===== src/rtl/mul_arb_pkg.sv =====
// Shared constants and the FSM state type for the shared-multiplier arbiter.
package mul_arb_pkg;

  localparam int unsigned DATA_W = 8;
  localparam int unsigned CNT_W  = 4;

  typedef enum logic [1:0] {
    IDLE = 2'd0,
    CALC = 2'd1,
    RESP = 2'd2
  } state_t;

endpackage


===== src/rtl/mul_rr_pick.sv =====
// Round-robin picker: first requester with req set, scanning from last+1 with wrap.
module mul_rr_pick #(
  parameter  int unsigned N  = 4,
  localparam int unsigned IW = $clog2(N)
) (
  input  logic [N-1:0]  req,
  input  logic [IW-1:0] last,
  output logic [N-1:0]  gnt_onehot,
  output logic [IW-1:0] gnt_idx,
  output logic          any
);

  logic [IW-1:0] pos;

  // Walk the N positions after last; the first set request wins.
  always_comb begin
    gnt_onehot = '0;
    gnt_idx    = '0;
    any        = 1'b0;
    pos        = '0;
    for (int unsigned k = 1; k <= N; k++) begin
      pos = IW'((32'(last) + k) % N);
      if (!any && req[pos]) begin
        any             = 1'b1;
        gnt_onehot[pos] = 1'b1;
        gnt_idx         = pos;
      end
    end
  end

endmodule


===== src/rtl/multiplier_8bit.sv =====
// Combinational 8x8 multiplier; the product is truncated to the low 8 bits.
module multiplier_8bit
  import mul_arb_pkg::*;
(
  input  logic [DATA_W-1:0] a,
  input  logic [DATA_W-1:0] b,
  output logic [DATA_W-1:0] product
);

  // Self-determined 8-bit multiply drops everything above bit 7.
  assign product = a * b;

endmodule


===== src/rtl/mul_share_arbiter.sv =====
// Shares one combinational multiplier among NUM_REQ requesters, round-robin,
// with a valid/ready response port carrying the product and requester id.
module mul_share_arbiter
  import mul_arb_pkg::*;
#(
  parameter  int unsigned NUM_REQ = 4,
  parameter  int unsigned MUL_LAT = 1,
  localparam int unsigned ID_W    = $clog2(NUM_REQ)
) (
  input  logic                      clk,
  input  logic                      rst_n,
  input  logic [NUM_REQ-1:0]        req_valid,
  input  logic [NUM_REQ*DATA_W-1:0] req_a,
  input  logic [NUM_REQ*DATA_W-1:0] req_b,
  output logic [NUM_REQ-1:0]        req_ready,
  output logic                      resp_valid,
  output logic [ID_W-1:0]           resp_id,
  output logic [DATA_W-1:0]         resp_product,
  input  logic                      resp_ready,
  output logic                      busy,
  output logic [15:0]               op_count
);

  state_t              state;
  logic [DATA_W-1:0]   a_q, b_q, prod_q, mul_p;
  logic [ID_W-1:0]     id_q, last_grant, gnt_idx;
  logic [NUM_REQ-1:0]  gnt_onehot;
  logic                gnt_any;
  logic [CNT_W-1:0]    cnt;
  logic [DATA_W-1:0]   a_arr [NUM_REQ];
  logic [DATA_W-1:0]   b_arr [NUM_REQ];

  // Unpack the flat operand buses into per-requester lanes.
  for (genvar i = 0; i < NUM_REQ; i++) begin : g_lane
    assign a_arr[i] = req_a[i*DATA_W +: DATA_W];
    assign b_arr[i] = req_b[i*DATA_W +: DATA_W];
  end

  mul_rr_pick #(.N(NUM_REQ)) u_pick (
    .req        (req_valid),
    .last       (last_grant),
    .gnt_onehot (gnt_onehot),
    .gnt_idx    (gnt_idx),
    .any        (gnt_any)
  );

  multiplier_8bit u_mul (
    .a       (a_q),
    .b       (b_q),
    .product (mul_p)
  );

  // Grant is same-cycle and only offered while idle and out of reset.
  assign req_ready    = (rst_n && state == IDLE) ? gnt_onehot : '0;
  assign resp_id      = id_q;
  assign resp_product = prod_q;

  // Arbitration FSM with operand, result, settle-counter and op-counter registers.
  always_ff @(posedge clk or negedge rst_n) begin
    if (!rst_n) begin
      state      <= IDLE;
      a_q        <= '0;
      b_q        <= '0;
      prod_q     <= '0;
      id_q       <= '0;
      last_grant <= ID_W'(NUM_REQ - 1);
      cnt        <= '0;
      resp_valid <= 1'b0;
      busy       <= 1'b0;
      op_count   <= '0;
    end else begin
      case (state)
        IDLE: begin
          if (gnt_any) begin
            a_q        <= a_arr[gnt_idx];
            b_q        <= b_arr[gnt_idx];
            id_q       <= gnt_idx;
            last_grant <= gnt_idx;
            cnt        <= CNT_W'(MUL_LAT);
            busy       <= 1'b1;
            state      <= CALC;
          end
        end
        CALC: begin
          cnt <= cnt - CNT_W'(1);
          if (cnt == CNT_W'(1)) begin
            prod_q     <= mul_p;
            resp_valid <= 1'b1;
            state      <= RESP;
          end
        end
        RESP: begin
          if (resp_ready) begin
            op_count   <= op_count + 16'd1;
            resp_valid <= 1'b0;
            busy       <= 1'b0;
            state      <= IDLE;
          end
        end
        default: state <= IDLE;
      endcase
    end
  end

endmodule


===== config.mk =====
export PLATFORM = sky130hd
export DESIGN_NAME = mul_share_arbiter
export DESIGN_NICKNAME = d
export VERILOG_FILES = /design/src/rtl/mul_arb_pkg.sv /design/src/rtl/mul_rr_pick.sv /design/src/rtl/multiplier_8bit.sv /design/src/rtl/mul_share_arbiter.sv
export SDC_FILE = /design/constraint.sdc
export NUM_CORES = 1
export LEC_CHECK = 0
export BUFFER_PORTS_ARGS = -buffer_cell sky130_fd_sc_hd__buf_4
export CAP_MARGIN = 10
export CORE_MARGIN = 4
export CORE_UTILIZATION = 41
export DETAILED_ROUTE_END_ITERATION = 6
export PLACE_DENSITY = 0.67
export SYNTH_ARGS = -nofsm -noshare
export SYNTH_HDL_FRONTEND = slang
export SYNTH_SLANG_ARGS = --single-unit

===== constraint.sdc =====
create_clock -name clk -period 3.83 [get_ports clk]
set_input_delay 0.766 -clock clk [delete_from_list [all_inputs] [get_ports clk]]
set_output_delay 0.766 -clock clk [all_outputs]
set_load 0.05 [all_outputs]

==> reports/metrics.cfg, run 1 <==
[die]
die_area_um2 = 11200
rows = 35
die_x_um = 106
core_um2 = 9280
ios = 103
die_h_um = 106
initial_core_util = 0.423

[clock_tree]
insertion_delay_ns = 0.31
root_buffer = clkbuf_8
cts_tree = yes
cts_buffer_depth = 2
cts_inserted_buffers = 5
htreeDepth = 2
cts_sinks = 52
cts_hold_buf = 0
clk_pin_slew_worst_paths_ns = 0.11

[placed_design]
numPortBuffers = 102
gp_congestion = 0.883
dp.final_hpwl_um = 6880
dp_slack_ns = 0.212
placed_area_um2 = 4840

[detailed_routing]
vias_per_cell = 5.01
vias = 3109
wirelength_um = 8660
post_drt_wl_per_cell_um = 13.9
drt_iter0_markers = 133
drc = 0
ant_nets = 0
firstDrtPassIters = 4

[setup_path]
worstPathMaxFanout = 9
reg2reg_from = a_q[1]
crit_type = reg -> out
endpoint_kind = primary output
cp-startpoint = last_grant[1]
startpoint_type = flop
arrival_ns = 2.86
required_ns = 3.06
rrSetupSlack_ns = 0.23
reg2reg_to = resp_product[7]
r2r_cells = 12

[layout]
finalNetCount = 599
fillers = 860
layout_common_cells = buf_4, nand2_1, dfrtp_1, mux2i_1, inv_1
diodes = 0
stdcell_area_um2 = 4960
fin_util = 0.534
mostFrequentLayoutCell = buf_4
area_growth_pct = 26.1
drive_gt1_frac = 0.303

[timing]
finalCritPeriodShare = 0.947
slew_violations = 0
rsz0062_at_grt = false
fin_skew_ns = 0.00937
finalSetupViolations = 0
fin_crit_ns = 3.63
tightest_slew_ns = 0.657
hold_viol = 0
slew_headroom = 0.562
setup_tns_ns = 0
layout_setup_ws_ns = 0.203
clock.fmax_mhz = 276

[logic_synthesis]
syn-num-nets = 496
async_flop_share = 1.00
avgSynthCellArea_um2 = 10.1
syn_area_um2 = 3930
synth-edff-count = 0
yosys.area.top_type = dfrtp_1
ys_ff_latch = 52
yosysUniqueCellTypes = 49
synth_top_area_frac = 0.318
syn-instance-count = 388
synthFlopType = dfrtp_1
ys_seq_area_frac = 0.332
ys_warn_count = 0
synthTopCellsByArea = dfrtp_1, mux2i_1, ha_1

[power_and_ir_drop]
p_leak_nw = 2.42
total_power_w = 0.00451
vdd_drop_max_mv = 0.489
p_per_area_nw_per_um2 = 909

[hold_path]
hold_class = reg -> reg
hp-start = op_count[15]
hold_depth = 1
hold_end = op_count[15]

[grt]
grt_pass1_vias = 3260
grt_overflow = 0
grt_max_degree = 53
grt_pass1_wl_um = 15300
grt_util_all_layers = 0.164
antenna_found_initial = 0

[status]
status = finished clean

[flow_run]
cap_viol_max_count = 0

## worst max-delay path, stage by stage (launching register included)
cell and delay, ns:
dfstp_2 0.56, inv_1 0.07, ha_2 0.41, mux4_2 0.41, or2_1 0.30, nor3b_2 0.29, a221oi_1 0.17, nor2_4 0.12
buf_4 0.21
## worst max-delay path by stage
| stage | end | slack (ns) | depth (start not counted) |
|---|---|---|---|
| 2_1_floorplan | req_ready[0] | 0.14 | 10 |
| 3_3_place_gp | resp_product[7] | 0.30 | 12 |
| 3_5_place_dp | resp_product[7] | 0.21 | 12 |
| 4_1_cts | req_ready[0] | 0.01 | 8 |
| 5_1_grt | resp_product[7] | 0.006 | 12 |
| 6_report | req_ready[0] | 0.20 | 8 |
## synthesized netlist by cell type, drive strengths merged, types with 12 or more instances
cell type,count
and2,20
dfrtp,50
fa,12
ha,25
inv,31
mux2i,36
nand2,58
nor2,17
o21ai,12
o221ai,17
xnor2,24
## layout make-up
| cell class | count | area [um2] | share of cell area |
|---|---|---|---|
| inverter | 31 | 116 | 0.0235 |
| clock inverter | 3 | 26.3 | 0.00530 |
| tap | 129 | 161 | 0.0326 |
| timing repair buffer | 109 | 831 | 0.168 |
| multi-input combinational | 292 | 2450 | 0.494 |
| clock buffer | 5 | 68.8 | 0.0139 |
| sequential | 52 | 1310 | 0.263 |
## metal layers
metal  part of all wire  global-route usage  wire length (um)
met1               0.44               0.217              3780
met2               0.52               0.286              4480
met3              0.036              0.0213               310
met4              0.010              0.0407                87
met5                  0                   0                 0
## registers in the layout, summed over array words and instances, names as in the netlist
| name | flops |
|---|---|
| a_q | 8 |
| last_grant | 2 |
| cnt | 4 |
| state | 2 |
| resp_valid | 1 |
| op_count | 16 |
| busy | 1 |
| resp_product | 8 |
| b_q | 8 |
| resp_id | 2 |
## through the flow
| stage | hold slack [ns] | instances |
|---|---|---|
| final | 0.479 | 621 |
| after global routing | 0.505 | 621 |
| after global placement | 0.463 | 611 |
| after detailed placement | 0.468 | 611 |
| after CTS | 0.484 | 619 |
| after floorplan | 0.459 | 388 |
## power by group
| part | internal (W) | switching [W] |
|---|---|---|
| combinational | 0.00144 | 0.00178 |
| clock | 0.000133 | 0.000206 |
| sequential | 0.000756 | 0.000195 |
| total | 0.00233 | 0.00218 |
## logic make-up (layout without fill, tap and decap cells)
family | Yosys count | in the layout | synth area share
compound gates | 52 | 52 | 0.111
xor+xnor | 33 | 33 | 0.0783
fa+ha+maj | 37 | 37 | 0.141
buf+inv | 44 | 148 | 0.0551
flops | 52 | 52 | 0.332
mux | 43 | 43 | 0.123
simple gates | 127 | 127 | 0.160
## repair_timing
| item | CTS | global route |
|---|---|---|
| gates resized for setup | 1 | 1 |
| buffers inserted | 0 | 2 |
| endpoints found under the setup margin | 4 | 5 |
Note: power is estimated with default switching activity, not from simulation.
==> run 2: changes to the inputs <==
Settings changed: SYNTH_HIERARCHICAL set to 1.
==> run 2 against run 1 <==
  * Sequential power is 2.8% higher
  * Clock power up 18%
  * Clock skew is 0.0012 ns lower
  * Via count increased by 6.3%
  * Register-to-register slack worse by 0.08 ns
  * Sequential share of layout area down 1.5 points
  * Synthesized cell count rose by 5.4%
  * Flip-flop and latch count stayed put
  * Largest power group unchanged
==> reports/metrics.cfg, run 2 <==
[detailed_routing]
wirelength_um = 9800
post_drt_wl_per_cell_um = 15.0
ant_nets = 0
drc = 0
vias_per_cell = 5.05
firstDrtPassIters = 4
drt_iter0_markers = 77
vias = 3304

[die]
die_area_um2 = 11600
ios = 103
rows = 36
core_um2 = 9730
initial_core_util = 0.418
die_x_um = 108
die_h_um = 108

[timing]
fin_skew_ns = 0.00820
finalSetupViolations = 0
clock.fmax_mhz = 272
slew_violations = 0
fin_crit_ns = 3.68
hold_viol = 0
slew_headroom = 0.439
tightest_slew_ns = 0.839
rsz0062_at_grt = false
whs_ns = 0.492
finalCritPeriodShare = 0.960

[layout]
area_growth_pct = 29.4
seq_area_um2 = 1310
layout_common_cells = buf_4, nand2_1, dfrtp_1, inv_1, ha_1
drive_gt1_frac = 0.367
fillers = 907
finalNetCount = 630
top_register = op_count
largest_reg_flops = 16
fin_util = 0.541
mostFrequentLayoutCell = buf_4
diodes = 0
multiInputGateArea_um2 = 2640

[setup_path]
slowest_stage = fa_1
rrSetupSlack_ns = 0.15
endpoint_kind = flop
critPathMaxStageDelay_ns = 0.54
r2r_cells = 12
reg2reg_from = b_q[4]
reg2reg_to = resp_product[7]
crit_top_cell = fa_1
crit_family = adder cells
required_ns = 4.03
crit_type = reg -> reg
startpoint_type = flop
arrival_ns = 3.87
path_cells = and2_4, fa_2, inv_2, fa_1, fa_1, fa_1, inv_1, ha_4, a21oi_2, xnor3_1, xnor3_1, mux2_2
cp-startpoint = b_q[4]
worstPathMaxFanout = 5
crit_buf_inv = 2

[logic_synthesis]
syn-num-nets = 519
async_flop_share = 1.00
avgSynthCellArea_um2 = 9.94
syn-instance-count = 409
ys_warn_count = 6
synthFlopType = dfrtp_1
synthTopCellsByArea = dfrtp_1, mux4_2, nand2_1
yosys-top-cells-count = nand2_1, dfrtp_1, inv_1, ha_1, xnor2_1
syn_area_um2 = 4070
synth_top_area_frac = 0.308
synth-edff-count = 0
synth_most_common_cell = nand2_1
ys_ff_latch = 52
yosysUniqueCellTypes = 53
ys_seq_area_frac = 0.321
yosys.area.top_type = dfrtp_1

[placed_design]
gp_congestion = 0.924
dp.final_hpwl_um = 7690
numPortBuffers = 102

[clock_tree]
cts_hold_buf = 0
cts_sinks = 52
clk_pin_slew_worst_paths_ns = 0.10
cts_buffer_depth = 2
htreeDepth = 2
insertion_delay_ns = 0.31
cts_inserted_buffers = 5
root_buffer = clkbuf_8
cts_tree = yes

[grt]
antenna_found_initial = 0
grt_pass1_vias = 3393
grt_pass1_wl_um = 16100
grt_util_all_layers = 0.169
grt_overflow = 0
grt_max_degree = 53

[hold_path]
hold_depth = 1
hold_end = op_count[15]
hp-start = op_count[15]
hold_class = reg -> reg

[power_and_ir_drop]
p_per_area_nw_per_um2 = 916
total_power_w = 0.00482
p_leak_nw = 2.59
vdd_drop_max_mv = 0.511

[flow_run]
cap_viol_max_count = 0

[status]
status = finished clean

-- run 2: cell count changes after synthesis, sizes merged, moves of 5 or more --
| cell | change |
|---|---|
| mux4 | +14 |
| nor2 | -8 |
| mux2i | -33 |
| nand4 | +8 |
| mux2 | +6 |
| o21ai | -5 |
| nand2 | +40 |
| o221ai | -16 |
-- run 2: kinds of logic (layout without fill, tap and decap cells) --
| logic type | after synthesis | count (layout) | synth area share |
|---|---|---|---|
| AO/OA/AOI/OAI | 37 | 37 | 0.0640 |
| XOR/XNOR | 29 | 29 | 0.0711 |
| adder cells (fa/ha/maj) | 39 | 39 | 0.142 |
| buffers and inverters | 47 | 159 | 0.0532 |
| flip-flops | 52 | 52 | 0.321 |
| multiplexers | 30 | 30 | 0.132 |
| AND/OR/NAND/NOR | 175 | 175 | 0.217 |
-- run 2: worst max path at each step --
stage	cells past startpoint	endpoint	slack [ns]
final	12	resp_product[7]	0.15
after global routing	12	resp_product[7]	0.001
after CTS	8	req_ready[2]	0.04
after detailed placement	12	resp_product[7]	-0.12
after global placement	12	resp_product[7]	-0.03
after floorplan	12	resp_product[7]	0.008
-- run 2: timing repair --
| item | in CTS | in global routing |
|---|---|---|
| pin swaps | 8 | 0 |
| gates cloned | 0 | 0 |
| gates resized for setup | 10 | 7 |
| buffers inserted | 1 | 0 |
| setup endpoints to repair | 1 | 5 |
-- run 2: cell type report --
class,instances,share of cell area
clock buffers,6,0.0157
clock inverters,2,0.00737
inverters,31,0.0221
multi-input cells,310,0.501
flip-flops and latches,52,0.249
well taps,133,0.0316
repair buffers,120,0.174
-- run 2: power breakdown --
part	switching, W	leakage (nW)	internal (W)
Clock	0.000188	0.0614	0.000214
Combinational	0.00176	1.88	0.00167
Sequential	0.000213	0.650	0.000766
-- run 2: stage by stage --
| stage | setup WS [ns] | instances | cell area [um2] | setup TNS (ns) |
|---|---|---|---|---|
| global placement | -0.0321 | 645 | 5080 | -0.0321 |
| floorplan | 0.00849 | 409 | 4080 | 0 |
| detailed placement | -0.124 | 645 | 5080 | -0.124 |
| global route | 0.00123 | 654 | 5260 | 0 |
| CTS | 0.0405 | 654 | 5230 | 0 |
| finish | 0.155 | 654 | 5260 | 0 |
-- run 2: routing by layer --
metal	routed length [um]	GRT usage	vias to the layer above
li1	-	-	1621
met1	4590	0.235	1591
met2	4690	0.282	86
met3	443	0.0252	6
met4	80	0.0334	0
met5	0	0	-
==> run 3: changes to the inputs <==
Settings changed: CORE_UTILIZATION 41 to 34, GPL_ROUTABILITY_DRIVEN set to 0, PLACE_DENSITY 0.67 to unset, RECOVER_POWER set to 100.
==> run 3 against run 2 <==
  * Combinational power shrank 3%
  * Clock power grew 59%
  * Cell count grew 2.3%
  * Global-route usage shrank 2.6 points
  * Clock skew shrank 0.0036 ns
  * Power grew 2.5%
  * First-iteration DRC count grew 100%
  * Sequential power shrank 2%
  * Sequential share of layout area grew 0.18 points
  * Cell area shrank 0.93%
  * Largest power group unchanged
  * Highest routed layer unchanged
==> reports/metrics.cfg, run 3 (synthesis results as in run 2) <==
[clock_tree]
clk_pin_slew_worst_paths_ns = 0.07
cts_buffer_depth = 2
insertion_delay_ns = 0.29
root_buffer = clkbuf_16
cts_tree = yes
htreeDepth = 2
cts_hold_buf = 0
cts_sinks = 52
cts_inserted_buffers = 5

[power_and_ir_drop]
p_sw_w = 0.00215
vdd_drop_max_mv = 0.428
p_per_area_nw_per_um2 = 948
p_int_w = 0.00279
p_seq_frac = 0.194
p_sw_frac = 0.435
power_frac_comb = 0.676
p_leak_nw = 2.48
pwr-share-clk = 0.129

[grt]
grt_overflow = 0
grt_pass1_wl_um = 16800
antenna_found_initial = 0
grt_pass1_vias = 3443
grt_max_degree = 53
grt_util_all_layers = 0.144

[layout]
diodes = 0
largest_reg_flops = 16
layout_common_cells = nand2_1, buf_4, dfrtp_1, clkbuf_1, inv_1
area_growth_pct = 28.2
top_register = op_count
finalNetCount = 635
mostFrequentLayoutCell = nand2_1
fillers = 1134
drive_gt1_frac = 0.297
fin_util = 0.451

[timing]
clock.fmax_mhz = 273
fin_skew_ns = 0.00455
slew_headroom = 0.131
fin_crit_ns = 3.66
hold_viol = 0
tightest_slew_ns = 1.30
whs_ns = 0.467
finalSetupViolations = 0
rsz0062_at_grt = false
slew_violations = 0
finalCritPeriodShare = 0.955

[flow_run]
cap_viol_max_count = 0

[setup_path]
path_cells = and2_4, fa_2, inv_2, fa_1, fa_1, fa_1, inv_1, ha_4, a21oi_2, xnor3_1, xnor3_1, mux2_2
slowest_stage = fa_1
crit_top_cell = fa_1
arrival_ns = 3.83
required_ns = 4.00
critPathMaxStageDelay_ns = 0.49
endpoint_kind = flop
worstPathMaxFanout = 5
rrSetupSlack_ns = 0.17
startpoint_type = flop
crit_type = reg -> reg

[detailed_routing]
drc = 0
firstDrtPassIters = 4
ant_nets = 0
vias_per_cell = 4.97
wirelength_um = 9660
post_drt_wl_per_cell_um = 14.4
vias = 3327
drt_iter0_markers = 157

[die]
die_h_um = 117
ios = 103
initial_core_util = 0.352
die_area_um2 = 13800
die_x_um = 117
core_um2 = 11600
rows = 39

[status]
status = finished clean

[placed_design]
dp.final_hpwl_um = 7820
numPortBuffers = 102

[hold_path]
hold_class = reg -> reg

run 3: per-layer routing:
layer,up-vias,global-route usage,wire [um]
li1,1638,-,-
met1,1548,0.202,4630
met2,129,0.221,4130
met3,12,0.0428,745
met4,0,0.0301,157
met5,-,0,0
run 3: stage by stage:
stage	instances	setup WS (ns)	total power [W]	TNS (ns)	instance area [um2]
2_1_floorplan	409	0.00849	0.00344	0	4080
3_3_place_gp	656	-0.0466	0.00427	-0.0466	5100
3_5_place_dp	656	-0.161	0.00437	-0.161	5100
4_1_cts	668	0.0605	0.00507	0	5340
5_1_grt	669	0.00986	0.00544	0	5210
6_report	669	0.171	0.00494	0	5210
run 3: final cells by class:
class | instances | area, um2 | share of cell area
clock inverter | 3 | 90.1 | 0.0173
clock buffer | 5 | 125 | 0.0240
tap | 143 | 179 | 0.0343
sequential | 52 | 1310 | 0.251
timing repair buffer | 125 | 817 | 0.157
inverter | 31 | 116 | 0.0223
multi-input combinational | 310 | 2580 | 0.495
run 3: power by group through the flow:
stage / clock [W] / sequential, W / combinational, W
global placement: 0 / 0.000967 / 0.00331
detailed placement: 0 / 0.000974 / 0.00339
floorplan: 0 / 0.00120 / 0.00225
finish: 0.000639 / 0.000960 / 0.00334
CTS: 0.000657 / 0.000962 / 0.00345
global route: 0.000675 / 0.000996 / 0.00376
run 3: path summary, 6_finish.rpt:
path / from / to / cells after the start
max in group asynchronous: rst_n / a_q[2] / 2
hold / removal: op_count[15] / op_count[15] / 1
setup reg to reg: a_q[1] / resp_product[7] / 12
hold reg to reg: op_count[15] / op_count[15] / 1
setup / recovery: a_q[1] / resp_product[7] / 12
min in group asynchronous: rst_n / busy / 2
run 3: what timing repair did:
item,4_1_cts,5_1_grt
setup buffers,4,1
setup endpoints to repair,1,5
gates resized for setup,2,11
endpoints found under the hold margin,0,0
pin swaps,3,3
run 3: worst max-delay path, delay by kind of cell, from the launching register on:
kind / cells / cell delay (ns)
compound gates: 1 / 0.13
xor+xnor: 2 / 0.42
mux: 1 / 0.27
simple gates: 1 / 0.18
fa+ha+maj: 5 / 2.02
buf+inv: 2 / 0.12
flops: 1 / 0.42
